## config.mk

```make
export PLATFORM = sky130hd
export DESIGN_NAME = cpu_run_ctrl
export DESIGN_NICKNAME = d
export VERILOG_FILES = /design/src/rtl/cpu_run_ctrl.sv
export SDC_FILE = /design/constraint.sdc
export NUM_CORES = 1
export LEC_CHECK = 0
export BUFFER_PORTS_ARGS = -buffer_cell sky130_fd_sc_hd__buf_2
export CAP_MARGIN = 15
export CORE_MARGIN = 2
export CORE_UTILIZATION = 34
export CTS_BUF_LIST = sky130_fd_sc_hd__clkbuf_2 sky130_fd_sc_hd__clkbuf_4 sky130_fd_sc_hd__clkbuf_8
export CTS_CLUSTER_DIAMETER = 150
export DETAILED_ROUTE_END_ITERATION = 8
export PLACE_DENSITY = 0.83
export SLEW_MARGIN = 20
export SYNTH_ARGS = -nofsm -noshare
export SYNTH_HDL_FRONTEND = slang
export SYNTH_SLANG_ARGS = --single-unit
```

## constraint.sdc

```tcl
create_clock -name clk_in -period 1.5 [get_ports clk_in]
set_input_delay 0.225 -clock clk_in [delete_from_list [all_inputs] [get_ports clk_in]]
set_output_delay 0.225 -clock clk_in [all_outputs]
set_load 0.03 [all_outputs]
```

## src/rtl/cpu_run_ctrl.sv

```systemverilog
// Run/step/dump sequencer: gates the CPU clock-enable, counts executed cycles,
// and streams the 32 register-file entries out after a stop. Define RUN_CTRL_BKPT_EN for the PC breakpoint.
module cpu_run_ctrl #(
  parameter int MAX_CYCLES = 1200,
  parameter int CNT_W      = 16
) (
  input  logic             clk_in,
  input  logic             reset,
  input  logic             start,
  input  logic             step,
  input  logic             halt_req,
  input  logic [31:0]      pc,
  input  logic [31:0]      bkpt_addr,
  output logic             cpu_en,
  output logic [4:0]       dbg_raddr,
  input  logic [31:0]      dbg_rdata,
  output logic             dump_valid,
  input  logic             dump_ready,
  output logic [4:0]       dump_idx,
  output logic [31:0]      dump_data,
  output logic [CNT_W-1:0] cycle_cnt,
  output logic [2:0]       state,
  output logic             done
);

  typedef enum logic [2:0] {
    S_IDLE = 3'd0,
    S_RUN  = 3'd1,
    S_STEP = 3'd2,
    S_DUMP = 3'd3,
    S_HALT = 3'd4
  } state_t;

  localparam logic [CNT_W-1:0] MAX_CNT  = CNT_W'(MAX_CYCLES);
  localparam logic [CNT_W-1:0] LAST_CNT = CNT_W'(MAX_CYCLES - 1);

  state_t state_q;
  logic   stop_hit;
  logic   cnt_sat;

`ifdef RUN_CTRL_BKPT_EN
  assign stop_hit = halt_req || (pc == bkpt_addr);
`else
  logic unused_bkpt;
  assign unused_bkpt = ^{pc, bkpt_addr};
  assign stop_hit    = halt_req;
`endif

  // A stop request squashes the enable in the same cycle, so the instruction at pc never commits.
  assign cpu_en    = (state_q == S_STEP) || ((state_q == S_RUN) && !stop_hit);
  assign cnt_sat   = (cycle_cnt == MAX_CNT);
  assign dbg_raddr = dump_idx;
  assign dump_data = dbg_rdata;
  assign state     = state_q;

  // NOTE: every register here is written with <= so all updates see pre-edge values.
  always_ff @(posedge clk_in) begin
    if (!reset) begin
      state_q    <= S_IDLE;
      cycle_cnt  <= '0;
      dump_valid <= 1'b0;
      dump_idx   <= 5'd0;
      done       <= 1'b0;
    end else begin
      if (cpu_en && !cnt_sat)
        cycle_cnt <= cycle_cnt + CNT_W'(1);

      case (state_q)
        S_IDLE, S_HALT: begin
          // Once the limit is reached the block is parked until reset.
          if (!cnt_sat) begin
            if (start) begin
              state_q <= S_RUN;
              done    <= 1'b0;
            end else if (step) begin
              state_q <= S_STEP;
              done    <= 1'b0;
            end
          end
        end
        S_RUN: begin
          if (stop_hit || (cycle_cnt >= LAST_CNT)) begin
            state_q    <= S_DUMP;
            dump_valid <= 1'b1;
          end
        end
        S_STEP: begin
          state_q    <= S_DUMP;
          dump_valid <= 1'b1;
        end
        S_DUMP: begin
          if (dump_ready) begin
            dump_idx <= dump_idx + 5'd1;
            if (dump_idx == 5'd31) begin
              state_q    <= S_HALT;
              dump_valid <= 1'b0;
              done       <= 1'b1;
            end
          end
        end
        default: begin
          state_q    <= S_IDLE;
          dump_valid <= 1'b0;
          done       <= 1'b0;
        end
      endcase
    end
  end

endmodule

```

==> results.py <==
metrics = {
    "critical_path": {
        "path_cells": "inv_4, ha_4, nor4b_4, and4_4, or4_1, a21oi_2",
        "cp_top_family": "simple AND/OR/NAND/NOR gates",
        "critPathKind": "reg2reg",
        "path_max_fanout": 3,
        "endpoint_kind": "flop",
        "slowest_delay_ns": 0.52,
        "worst-path-buf-inv": 1,
        "cp.depth": 6,
        "arrival_ns": 1.79,
        "rrSetupSlack_ns": -0.09,
        "required_ns": 1.70,
        "reg2reg_depth": 6,
        "start_kind": "flop",
        "crit_slowest_cell": "or4_1",
    },
    "sta": {
        "fmax_ghz": 0.629,
        "setup_tns_ns": -0.320,
        "max_slew_margin": 0.772,
        "whs_ns": 0.303,
        "rsz0062_at_grt": "true",
        "clock_skew_ns": 0.00321,
        "final-hold-violation-count": 0,
        "fin_crit_ns": 1.59,
        "worstMarginPinSlew_ns": 0.342,
        "period_share": 1.06,
        "setup_viol": 7,
        "worst_slack_ns": -0.0887,
        "drv_slew": 0,
    },
    "synth": {
        "ys_seq_area_frac": 0.296,
        "synth_edf_count": 0,
        "syn_nets": 319,
        "ys_ff_latch": 26,
        "syn_avg_cell_area_um2": 8.26,
        "ys.flop_type": "dfxtp_1",
        "synth.distinct_cells": 44,
        "synth_cells": 213,
        "ys_async_sr_fraction": 0,
        "syn-cell-area_um2": 1760,
        "yosys_warnings": 0,
    },
    "die": {
        "die_h_um": 76.0,
        "initial_core_util": 0.349,
        "row_count": 26,
        "pin_count": 166,
        "core_um2": 5040,
        "die_w_um": 76.0,
        "fp.dieArea_um2": 5770,
    },
    "global_route": {
        "grt_use_total": 0.131,
        "antenna_found_initial": 0,
        "grt_pass1_vias": 1452,
        "grt_pass1_wl_mm": 6.44,
        "grt_max_degree": 16,
        "grt-ovfl-total": 0,
    },
    "clock_network": {
        "ctsHoldBuffers": 0,
        "cts_num_sinks": 26,
        "cts_max_path_buffers": 2,
        "h-tree-depth": 1,
        "worstSkewPairLatency_ns": 0.27,
        "cts_tree": "done",
        "path_clk_slew_ns": 0.09,
        "cts_buffers": 3,
        "cts_root_buf": "clkbuf_8",
    },
    "power": {
        "p_per_area_nw_per_um2": 1080,
        "p_leak_nw": 0.908,
        "vdd_drop_max_uv": 424,
    },
    "layout": {
        "post-route-util": 0.443,
        "antenna_cells": 0,
        "area_delta_synth_final_pct": 26.8,
        "layout_commonest_cell": "buf_2",
        "layout_common_cells": "buf_2, buf_4, nand2_1, nor2_1, dfxtp_2",
        "drive_gt1_frac": 0.519,
        "nets": 348,
        "fillCellCount": 472,
        "fin_area_um2": 2230,
    },
    "hold_path": {
        "hold_depth": 3,
        "hold_class": "in2reg",
    },
    "routing": {
        "drt-initial-drc-count": 51,
        "drc": 0,
        "detail_route.first_pass.iterations": 4,
        "drt_wl_total_mm": 4.30,
        "wl_per_cell_um": 13.8,
        "viasPerCell": 5.09,
        "num_vias": 1584,
        "ant_nets": 0,
    },
    "place": {
        "dpl_cell_area_um2": 1950,
        "hpwl_mm": 2.92,
        "port_buffers": 37,
        "place_congestion": 0.824,
    },
    "job": {
        "maxCapViolations": 0,
    },
    "status": {
        "violations": "negative setup slack",
        "status": "finished with violations",
    },
}
[worst register-to-register path, delay by kind of cell (launching register included)]
family | cells | cell delay (ns)
AOI/OAI and AO/OA | 1 | 0.13
DFF | 1 | 0.39
buffers and inverters | 1 | 0.05
adders and majority gates | 1 | 0.15
and+or+nand+nor | 3 | 0.80
[per-layer routing]
metal,wire length [um],global-route usage,vias up
li1,-,-,772
met1,1840,0.153,765
met2,2160,0.233,43
met3,257,0.0286,4
met4,37,0.0527,0
met5,0,0,-
[state kept, by name, summed over array words and instances (netlist names)]
register and flops:
state 3, done 1, dbg_raddr 5, dump_valid 1, cycle_cnt 16
[cell type report]
class	count	area [um2]	area share
multi-input combinational	135	1050	0.473
sequential	26	557	0.249
timing repair buffer	69	447	0.200
tap	70	87.6	0.0392
clock buffer	4	55.1	0.0247
inverter	7	31.3	0.0140
[kinds of logic (layout without fill, tap and decap cells)]
group,count (synthesis),count (layout),synth area share
compound gates,41,41,0.153
xor+xnor,6,6,0.0299
fa+ha+maj,4,4,0.0284
buf+inv,52,80,0.200
flops,26,26,0.296
mux,4,4,0.0227
simple gates,80,80,0.270
[through the flow]
step	setup WS (ns)	std cells	total power [mW]
6_report	-0.0887	311	2.42
5_1_grt	-0.148	311	2.54
4_1_cts	-0.0773	309	2.30
3_5_place_dp	-0.0840	300	1.75
3_3_place_gp	-0.0340	300	1.73
2_1_floorplan	-0.134	213	1.71
[power breakdown]
group          internal [mW]  switching [mW]  total [mW]
Combinational          0.487           0.623        1.11
Sequential             0.777          0.0769       0.854
Clock                  0.235           0.218       0.452
[path summary, 6_finish.rpt]
kind	startpoint	to
hold reg to reg	dump_valid$_SDFFE_PN0P_	dump_valid$_SDFFE_PN0P_
setup / recovery	cycle_cnt[0]$_SDFFE_PN0P_	cycle_cnt[3]$_SDFFE_PN0P_
hold / removal	reset	dump_valid$_SDFFE_PN0P_
setup reg to reg	cycle_cnt[0]$_SDFFE_PN0P_	cycle_cnt[3]$_SDFFE_PN0P_
[synthesized netlist by cell type (all sizes together), types with 2 or more instances]
library cell	count	area share
o31ai	3	0.013
nor4b	2	0.018
xor2	4	0.020
nand3	8	0.023
inv	6	0.013
a21oi	14	0.040
nand2b	5	0.018
or3	4	0.014
nor3b	2	0.015
buf	40	0.17
and2	5	0.018
ha	4	0.028
nor4	3	0.011
and4	4	0.020
or4	2	0.0085
nand4	5	0.018
nand2	16	0.034
o21bai	2	0.0085
clkbuf	5	0.011
nor2	14	0.031
dfxtp	26	0.30
xnor2	2	0.010
and4b	2	0.011
o21ai	11	0.033
nor3	3	0.0085
mux2i	4	0.023
o21a	5	0.021
[repair_timing]
action / 4_1_cts / 5_1_grt
pin swaps: 9 / 8
setup endpoints to repair: 11 / 21
buffers inserted: 5 / 2
gates resized for setup: 10 / 30
No activity file was read; power rests on OpenSTA's default activity.
